--- src/rtl/debounce_fsmd_multi_pkg.sv ---
// Shared definitions for the multi-channel debouncer: per-channel FSM state encoding.
// The channel module's optional input synchronizer is enabled by defining DEBOUNCE_SYNC_EN.
package debounce_fsmd_multi_pkg;

  typedef logic [1:0] db_state_t;

  // Bit 1 doubles as the debounced level, so db_level comes straight off the state register
  localparam logic [1:0] ST_ZERO  = 2'b00;
  localparam logic [1:0] ST_WAIT1 = 2'b01;
  localparam logic [1:0] ST_ONE   = 2'b10;
  localparam logic [1:0] ST_WAIT0 = 2'b11;

endpackage

--- src/rtl/debounce_fsmd_ch.sv ---
// One debounce channel: optional 2-flop synchronizer (DEBOUNCE_SYNC_EN), 4-state FSM with
// reloadable down-counter, registered rise/fall ticks and a wrapping press counter.
module debounce_fsmd_ch
  import debounce_fsmd_multi_pkg::*;
#(
  parameter int WAIT_TICKS = 2**20,
  parameter int PCNT_W     = 4
) (
  input  logic              clk,
  input  logic              rst,
  input  logic              sw,
  output logic              level,
  output logic              rise,
  output logic              fall,
  output logic [PCNT_W-1:0] press_cnt
);

  localparam int CNT_W = $clog2(WAIT_TICKS);
  localparam logic [CNT_W-1:0] RELOAD = CNT_W'(WAIT_TICKS - 1);

  logic sw_s;

`ifdef DEBOUNCE_SYNC_EN
  logic sync1_q, sync2_q;

  always_ff @(posedge clk) begin
    if (rst) begin
      sync1_q <= 1'b0;
      sync2_q <= 1'b0;
    end else begin
      sync1_q <= sw;
      sync2_q <= sync1_q;
    end
  end

  assign sw_s = sync2_q;
`else
  assign sw_s = sw;
`endif

  db_state_t         state_q, state_d;
  logic [CNT_W-1:0]  q_q, q_d;
  logic              rise_q, rise_d;
  logic              fall_q, fall_d;
  logic [PCNT_W-1:0] cnt_q, cnt_d;

  always_comb begin
    state_d = state_q;
    q_d     = q_q;
    rise_d  = 1'b0;
    fall_d  = 1'b0;
    cnt_d   = cnt_q;
    case (state_q)
      ST_ZERO: begin
        if (sw_s) begin
          state_d = ST_WAIT1;
          q_d     = RELOAD;
        end
      end
      ST_WAIT1: begin
        if (!sw_s) begin
          state_d = ST_ZERO;
        end else if (q_q != '0) begin
          q_d = q_q - 1'b1;
        end else begin
          state_d = ST_ONE;
          rise_d  = 1'b1;
          cnt_d   = cnt_q + 1'b1;
        end
      end
      ST_ONE: begin
        if (!sw_s) begin
          state_d = ST_WAIT0;
          q_d     = RELOAD;
        end
      end
      ST_WAIT0: begin
        if (sw_s) begin
          state_d = ST_ONE;
        end else if (q_q != '0) begin
          q_d = q_q - 1'b1;
        end else begin
          state_d = ST_ZERO;
          fall_d  = 1'b1;
        end
      end
      default: state_d = ST_ZERO;
    endcase
  end

  always_ff @(posedge clk) begin
    if (rst) begin
      state_q <= ST_ZERO;
      q_q     <= '0;
      rise_q  <= 1'b0;
      fall_q  <= 1'b0;
      cnt_q   <= '0;
    end else begin
      state_q <= state_d;
      q_q     <= q_d;
      rise_q  <= rise_d;
      fall_q  <= fall_d;
      cnt_q   <= cnt_d;
    end
  end

  assign level     = state_q[1];
  assign rise      = rise_q;
  assign fall      = fall_q;
  assign press_cnt = cnt_q;

endmodule

--- src/rtl/debounce_fsmd_multi.sv ---
// N-channel switch debouncer: one debounce_fsmd_ch per input bit, press counters flattened.
// Define DEBOUNCE_SYNC_EN to insert a 2-flop synchronizer per input (adds 2 cycles of latency).
module debounce_fsmd_multi
  import debounce_fsmd_multi_pkg::*;
#(
  parameter int N_CH       = 2,
  parameter int WAIT_TICKS = 2**20,
  parameter int PCNT_W     = 4
) (
  input  logic                     clk_amisha,
  input  logic                     reset_amisha,
  input  logic [N_CH-1:0]          sw_amisha,
  output logic [N_CH-1:0]          db_level,
  output logic [N_CH-1:0]          db_rise,
  output logic [N_CH-1:0]          db_fall,
  output logic [N_CH*PCNT_W-1:0]   press_cnt
);

  for (genvar i = 0; i < N_CH; i++) begin : g_ch
    debounce_fsmd_ch #(
      .WAIT_TICKS(WAIT_TICKS),
      .PCNT_W    (PCNT_W)
    ) u_ch (
      .clk      (clk_amisha),
      .rst      (reset_amisha),
      .sw       (sw_amisha[i]),
      .level    (db_level[i]),
      .rise     (db_rise[i]),
      .fall     (db_fall[i]),
      .press_cnt(press_cnt[i*PCNT_W +: PCNT_W])
    );
  end

endmodule

--- config.mk ---
export PLATFORM = sky130hd
export DESIGN_NAME = debounce_fsmd_multi
export DESIGN_NICKNAME = d
export VERILOG_FILES = /design/src/rtl/debounce_fsmd_multi_pkg.sv /design/src/rtl/debounce_fsmd_ch.sv /design/src/rtl/debounce_fsmd_multi.sv
export SDC_FILE = /design/constraint.sdc
export NUM_CORES = 1
export LEC_CHECK = 0
export ABC_CLOCK_PERIOD_IN_PS = 3000
export CAP_MARGIN = 10
export CORE_UTILIZATION = 40
export CTS_CLUSTER_DIAMETER = 60
export CTS_CLUSTER_SIZE = 30
export DETAILED_ROUTE_END_ITERATION = 10
export SLEW_MARGIN = 40
export SYNTH_ARGS = -nofsm -noshare
export SYNTH_HDL_FRONTEND = slang
export SYNTH_SLANG_ARGS = --single-unit
--- constraint.sdc ---
create_clock -name clk_amisha -period 3 [get_ports clk_amisha]
set_input_delay 0.6 -clock clk_amisha [delete_from_list [all_inputs] [get_ports clk_amisha]]
set_output_delay 0.6 -clock clk_amisha [all_outputs]
set_load 0.005 [all_outputs]
Yosys cells after proc, flatten, opt, wreduce, memory -nomap -nowiden
Cells that the tools add are included.
Storage, ports and cells
  flip-flop bits (word level): 56
  input port bits: 4
  output and inout bits: 14
  word-level logic and storage cells: 82
Operators by class
  add/sub/neg operators: 4
  equality and inequality tests: 18
  mux-type cells: 28
  bitwise gates (word level): 8
  reduce and logical (&&, ||, !) cells: 14
Operators by type and width (number)
  $mux W20: 10
  $pmux W20 S4: 2
  $reduce_bool A20 Y1: 2
  $sub A20 B1 Y20 const B: 2
  $mux W2: 12
  $ne A2 B2 Y1 const B: 8
  $pmux W2 S4: 2
  $reduce_and A4 Y1: 4
  $ne A3 B3 Y1 const B: 4
  $reduce_or A3 Y1: 4
  $add A4 B1 Y4 const B: 2
  $eq A2 B2 Y1 const B: 4
  $not A1 Y1: 8
  $reduce_and A3 Y1: 2
  $eq A2 B1 Y1 const B: 2
  $logic_not A2 Y1: 2
  $mux W1: 2

Longest topological paths before layout
Gate-level depths: netlist (run 1).
  word-level depth: 4
  mapped depth: 9
  gate-level depth less buffers: 7

By module
Synthesis (run 1) repeated with hierarchy kept, for this count alone.
Unflattened totals
  cell total of the unflattened synthesis: 310
  area, all modules: 2677.6 µm²
Modules (own cells, without submodules)
  debounce_fsmd_ch: instances 2, cells each 155, area an instance 1338.8 µm²

Worst setup path after synthesis (run 1)
No wires, ideal clock.
  path type: register to register
  start: reg g_ch[1].u_ch.q_q[2]
  end: reg g_ch[1].u_ch.q_q[18]
  arrival: 2456 ps
  data required time: 2926 ps
  setup slack: 470 ps
  cell stages (with the launch flop): 8
  period minus slack after synthesis: 2530 ps
  cells stage by stage: dfxtp_1 -> or4_4 -> or3_1 -> buf_6 -> or4_4 -> buf_6 -> or4_1 -> a31oi_1
On the way
  cells in the longest elaborated chain, start to end: 4
  elaborated cells between the ends (all ways): 6
  those cells by class: 1 x add/sub; 4 x mux; 1 x reduce/logical
RTL lines
  start: declaration: RTL line debounce_fsmd_ch.sv:42  | logic [CNT_W-1:0] q_q, q_d;
  start signal: assignment: RTL line debounce_fsmd_ch.sv:100  | q_q <= q_d;
  $sub A20 B1 Y20 or $reduce_bool A20 Y1 (tied branches)
  $mux W20 *: RTL line debounce_fsmd_ch.sv:63, debounce_fsmd_ch.sv:80
  $mux W20 (on tied branches): RTL line debounce_fsmd_ch.sv:78, debounce_fsmd_ch.sv:61
  $pmux W20 S4 *: RTL line debounce_fsmd_ch.sv:53  | case (state_q)
Mark *: on every way between the ends. The rest lies on a longest branch, timed or not. The select of a mux whose other input is x is not followed.
A chain may end at the register's enable or synchronous reset.

Worst setup path in the final report (run 1)
Ends and elaborated chain as after synthesis.

==> results of run 1 <==
==> state kept, by name (all words and copies together), names as in the netlist, named ones only <==
| name | cells |
|---|---|
| g_ch.u_ch.q_q | 40 |
| g_ch.u_ch.fall | 2 |
| g_ch.u_ch.press_cnt | 8 |
| g_ch.u_ch.rise | 2 |
| g_ch.u_ch.state_q | 2 |
==> cells by family after synthesis <==
family / after synthesis
multiplexers: 3
flip-flops: 56
adder cells (fa/ha/maj): 6
AO/OA/AOI/OAI: 75
AND/OR/NAND/NOR: 107
buffers and inverters: 25
XOR/XNOR: 34
==> cells in the mapped netlist (2+ instances only) <==
cell type  number
a211oi_1        5
o2111ai_1       2
buf_6           2
nand2_1        10
nor2_1         20
dfxtp_1        56
or4_4           2
or2_2           5
mux2i_1         3
o21ai_0         9
or4_1           5
o31ai_1         4
ha_1            6
nor4_1         10
nand4_1         5
nor4b_1         5
o21a_1          2
nand3_1         8
a31oi_1        10
nand2b_1        3
or3_1          13
buf_4           6
nor2b_1         4
xnor2_1        21
a311oi_1        2
a21oi_1        36
o211ai_1        2
a21boi_0        2
nor3_1          9
clkbuf_1       12
inv_1           4
xor2_1         13
==> final timing paths <==
kind,endpoint,slack [ps]
hold / removal,g_ch[0].u_ch.press_cnt[3],490
setup reg to reg,g_ch[1].u_ch.q_q[18],420
hold reg to reg,g_ch[0].u_ch.press_cnt[3],490
setup / recovery,g_ch[1].u_ch.q_q[18],420
==> power breakdown <==
part           total, mW  switching [mW]  internal (mW)  leakage, nW
Combinational      0.220           0.119          0.101        0.514
Sequential         0.846          0.0511          0.795        0.464
Clock              0.666           0.249          0.417       0.0784
==> cell type report <==
class	count	share of cell area [%]
clock buffers	5	2.24
clock inverters	3	2.93
inverters	4	0.488
multi-input cells	225	47.8
flip-flops and latches	56	36.5
well taps	77	3.13
repair buffers	23	6.92
==> per-layer routing <==
metal	vias up	GRT usage (%)
li1	1134	-
met2	22	25.4
met5	-	0
met1	990	19.8
met4	0	4.31
met3	4	4.52
==> per-stage QoR <==
step	util (%)	cell area [um^2]	hold WS (ps)
after floorplan	-	2720	451
after global placement	45.1	2910	472
after detailed placement	45.1	2910	482
after CTS	47.6	3070	497
after global routing	47.6	3070	520
final	47.6	3070	494
==> worst register-to-register path, stage by stage, from the launching register on <==
cell and delay (ps):
dfxtp_1 350, or4_4 540, or3_1 460, or4_4 590
or4_1 420, a31oi_1 160
==> key figures, run 1 <==
Setup path
  – Worst-path maximum fanout: 11
  – CP Launch Type: flip-flop
  – CP cell instances: or4_4 > or3_1 > or4_4 > or4_1 > a31oi_1
  – Most used cell, CP: or4_4
  – Reg2reg start: g_ch[1].u_ch.q_q[2]
  – Crit path max-delay family: simple AND/OR/NAND/NOR gates
  – Worst Setup End Kind: flip-flop
  – Worst Path Required: 3240 ps
  – Reg2Reg Depth: 5
  – WP buf/inv: 0
  – Critical Path Max Stage Delay: 590 ps
  – Arr. time, crit path: 2820 ps
  – Critical path depth: 5
  – Setup CP Type: flip-flop to flip-flop
  – Slowest stage cell, crit path: or4_4
  – Critical Path Source: g_ch[1].u_ch.q_q[2]

Finish
  – Area of the multi-input gates: 1470 um^2
  – Number of antenna diodes: 0
  – Layout cells sized above 1: 7.59%
  – Layout Nets: around 330
  – FILL cells: 633
  – Commonest non-fill, non-tap cell in the layout: dfxtp_1
  – Register area: 1120 um^2
  – Final Non-Filler Cells: 393
  – Area Overhead vs Synth: 12.9%
  – Most frequent cells in the layout: dfxtp_1 (56), a21oi_1 (36), xnor2_1 (21)

STA
  – Setup slack after layout: 423 ps
  – Fin. max-slew vios: 0
  – Hold Fails Final Rpt: 0
  – Setup TNS: 0 ps
  – Fin crit share: 85.9%
  – Final min period: ~2600 ps
  – Worst-margin pin slew: 746 ps
  – Clk_skew: 6.06 ps
  – Fmax achieved: slightly below 400 MHz
  – # setup viols final: 0
  – Slew HR: about half
  – RSZ-0062 raised after global routing: false

CTS
  – Clock Sinks: 56
  – Buffer count from post-CTS setup fixing: 0
  – Root Buffer: clkbuf_8
  – Hold_buf cts: 0
  – H-tree depth: 2
  – Total CTS buffers: 5
  – Post_cts resized: 0
  – CTS tree: built
  – Worst-path clk slew: 100 ps
  – Clock Latency Late Sink: 310 ps
  – Longest Clk Path Bufs: 2

Logic synthesis
  – YS warnings: 0
  – Asr flop ratio synth: 0%
  – Seq/Total Area, Yosys: 41.2%
  – Post-synth EDFFs: 0
  – Largest family of logic cells by synthesized area: simple AND/OR/NAND/NOR gates
  – Post-synthesis simple-gate area fraction: 22.9%
  – Post-Syn Instances: 306
  – Synth area leaders: dfxtp_1 (41%), xnor2_1 (6.8%), a21oi_1 (6.6%)
  – Synthesis-stage register bit count: between 50 and 60
  – Synth Area in XOR/XNOR: 10.9%
  – Mux share of post-synthesis cell area: around 1.1%
  – Net Count, Synth: 316
  – Top_reg_cell synth: dfxtp_1
  – Complex-gate fraction of the synthesized area: between 15 and 20%
  – Post-Synth Adder-Cell Area: 2.76%
  – Yosys top cell area share: 41.2%
  – Synth area leader: dfxtp_1
  – Post-Syn Area per Cell: 8.90 um^2
  – Mapped Area: 2720 um^2
  – Distinct cells, synth: 42

Die
  – Num rows: 29
  – # IOs: 18
  – Die area: between 7000 and 8000 um^2
  – Die width: 84.5 um
  – Die height: 84.5 um
  – Initial Utilization: 42.2%
  – Core ar.: between 6000 and 7000 um^2

Placement
  – Final GP Congestion: 0.766
  – DP Cell Count: 385
  – Port bufs: 17
  – Dpl ws: 344 ps
  – Post-DP HPWL: between 3000 and 4000 um

GRT
  – First-pass GRT wire length: 9000 um
  – Initial antenna violation count: 0
  – Gr usage total: between 15 and 20%
  – Largest net degree at the start of global routing: 46
  – Vias in the first global route: 2019
  – GRT overflow: 0

Power and ir drop
  – Pwr dens: 563 nW/um^2
  – Worst vdd rail ir drop: 256 uV
  – Pwr Total: between 1.5 and 2 mW
  – Leak: 1.06 nW

Run
  – Maxcap violations: 0

Detailed routing
  – Drc violations: 0
  – Metal-1 WL: 2550 um
  – Via/cell ratio: 5.47
  – Final ANT Viol Nets: 0
  – Via count: approximately 2200
  – Highest Signal Layer: met4
  – Metal3 WL: 187 um
  – Starting DRT DRC Count: 55
  – Routed WL per cell: approximately 13 um
  – DRT Wirelength: between 5000 and 6000 um
  – WL met2: 2350 um
  – DRT Pass-1 Iters: 4

Min path
  – Worst min path class: flip-flop to flip-flop
  – Hold Path Stages: 2
  – Hold_sp: g_ch[0].u_ch.press_cnt[3]

Status
  – Status: complete, no violations
Power figures use the tool's default switching activity.
==> inputs of run 2 (changes only) <==
Settings changed: CELL_PAD_IN_SITES_DETAIL_PLACEMENT set to 1, CELL_PAD_IN_SITES_GLOBAL_PLACEMENT set to 2, CORE_UTILIZATION 40 to 36, PLACE_DENSITY_LB_ADDON set to 0.1.
==> key figures, run 2 (synthesized netlist as in run 1, its figures left out) <==
Setup path
  – Worst Path Required: 3250 ps
  – Arr. time, crit path: approximately 2700 ps
  – CP Launch Type: flip-flop
  – Worst Setup End Kind: flip-flop
  – Worst-path maximum fanout: 11
  – Setup CP Type: flip-flop to flip-flop

Finish
  – Area Overhead vs Synth: 13.1%
  – Final Non-Filler Cells: 421
  – Layout Nets: 331
  – Commonest non-fill, non-tap cell in the layout: dfxtp_1
  – Final Cell Area: 3080 um^2
  – Layout cells sized above 1: 9.32%
  – Number of antenna diodes: 0
  – Final core occ: 42.2%
  – Most frequent cells in the layout: dfxtp_1 (56), a21oi_1 (36), xnor2_1 (21)
  – Max FFs per register: 40
  – Largest Register: g_ch.u_ch.q_q

CTS
  – H-tree depth: 2
  – Clock Latency Late Sink: 310 ps
  – Buffer count from post-CTS setup fixing: 0
  – Clock Sinks: 56
  – Root Buffer: clkbuf_8
  – Longest Clk Path Bufs: 2
  – Total CTS buffers: 5
  – Worst-path clk slew: 110 ps
  – Hold_buf cts: 0
  – CTS tree: built
  – Post_cts resized: 0

STA
  – Fin crit share: 82.4%
  – Setup TNS: 0 ps
  – Setup slack after layout: between 500 and 600 ps
  – Slew HR: 50.4%
  – Hold Fails Final Rpt: 0
  – RSZ-0062 raised after global routing: false
  – Fmax achieved: 404 MHz
  – Worst-margin pin slew: 744 ps
  – Final min period: 2470 ps
  – # setup viols final: 0
  – Fin. max-slew vios: 0
  – Clk_skew: 9.24 ps

GRT
  – Vias in the first global route: roughly 2100
  – GRT overflow: 0
  – Initial antenna violation count: 0
  – First-pass GRT wire length: 10100 um
  – Gr usage total: 16.2%
  – Largest net degree at the start of global routing: 27

Die
  – Die height: 89.0 um
  – Num rows: 31
  – Core ar.: roughly 7300 um^2
  – Die area: around 7900 um^2
  – Initial Utilization: around 37%
  – Die width: 89.0 um
  – # IOs: 18

Detailed routing
  – Via count: 2237
  – Routed WL per cell: ~14 um
  – DRT Pass-1 Iters: 2
  – Starting DRT DRC Count: 30
  – DRT Wirelength: 5930 um
  – Final ANT Viol Nets: 0
  – Via/cell ratio: 5.31
  – Drc violations: 0

Power and ir drop
  – Pwr dens: 492 nW/um^2
  – Leak: 1.05 nW
  – Worst vdd rail ir drop: 256 uV

Placement
  – Final GP Congestion: 0.770
  – Placed Area: 2990 um^2
  – DP Cell Count: 413
  – Port bufs: 17
  – Post-DP HPWL: 4180 um
  – Dpl ws: 317 ps

Min path
  – Worst min path class: flip-flop to flip-flop

Run
  – Maxcap violations: 0

Status
  – Status: complete, no violations
## run 2: metrics by stage
stage	power, mW	hold WS, ps
after floorplan	1.03	451
after global placement	1.10	469
after detailed placement	1.10	485
after CTS	1.54	502
after global routing	1.60	537
final	1.51	493
## run 2: area by class of cell
type,instances,area [um^2]
clock buffer,5,68.8
sequential,56,1120
fill,895,4210
clock inverter,3,23.8
tap,99,124
inverter,4,15.0
multi-input combinational,225,1470
timing repair buffer,29,255
## run 2: layer usage
layer / global-route usage [%] / routed length (um) / vias to the layer above
li1: - / - / 1146
met1: 21.5 / 2930 / 1076
met2: 27.5 / 2850 / 10
met3: 3.05 / 95 / 5
met4: 3.46 / 58 / 0
met5: 0 / 0 / -
## run 2: worst max-delay path: stages (launching register included)
cell and delay (ps):
dfxtp_1 370, or4_4 560, or3_1 350, or4_4 560
or4_1 410, a31oi_1 160
## run 2: report_power, final
part	switching [mW]	leakage, nW	internal, mW
sequential	0.0535	0.464	0.795
clock	0.266	0.0404	0.166
combinational	0.126	0.543	0.108
total	0.446	1.05	1.07
## run 2: worst paths after layout
path	startpoint	to	slack, ps	cells past startpoint
min reg2reg	g_ch[1].u_ch.press_cnt[3]	g_ch[1].u_ch.press_cnt[3]	490	2
max	g_ch[1].u_ch.q_q[2]	g_ch[1].u_ch.q_q[16]	530	5
max reg2reg	g_ch[1].u_ch.q_q[2]	g_ch[1].u_ch.q_q[16]	530	5
min	g_ch[1].u_ch.press_cnt[3]	g_ch[1].u_ch.press_cnt[3]	490	2
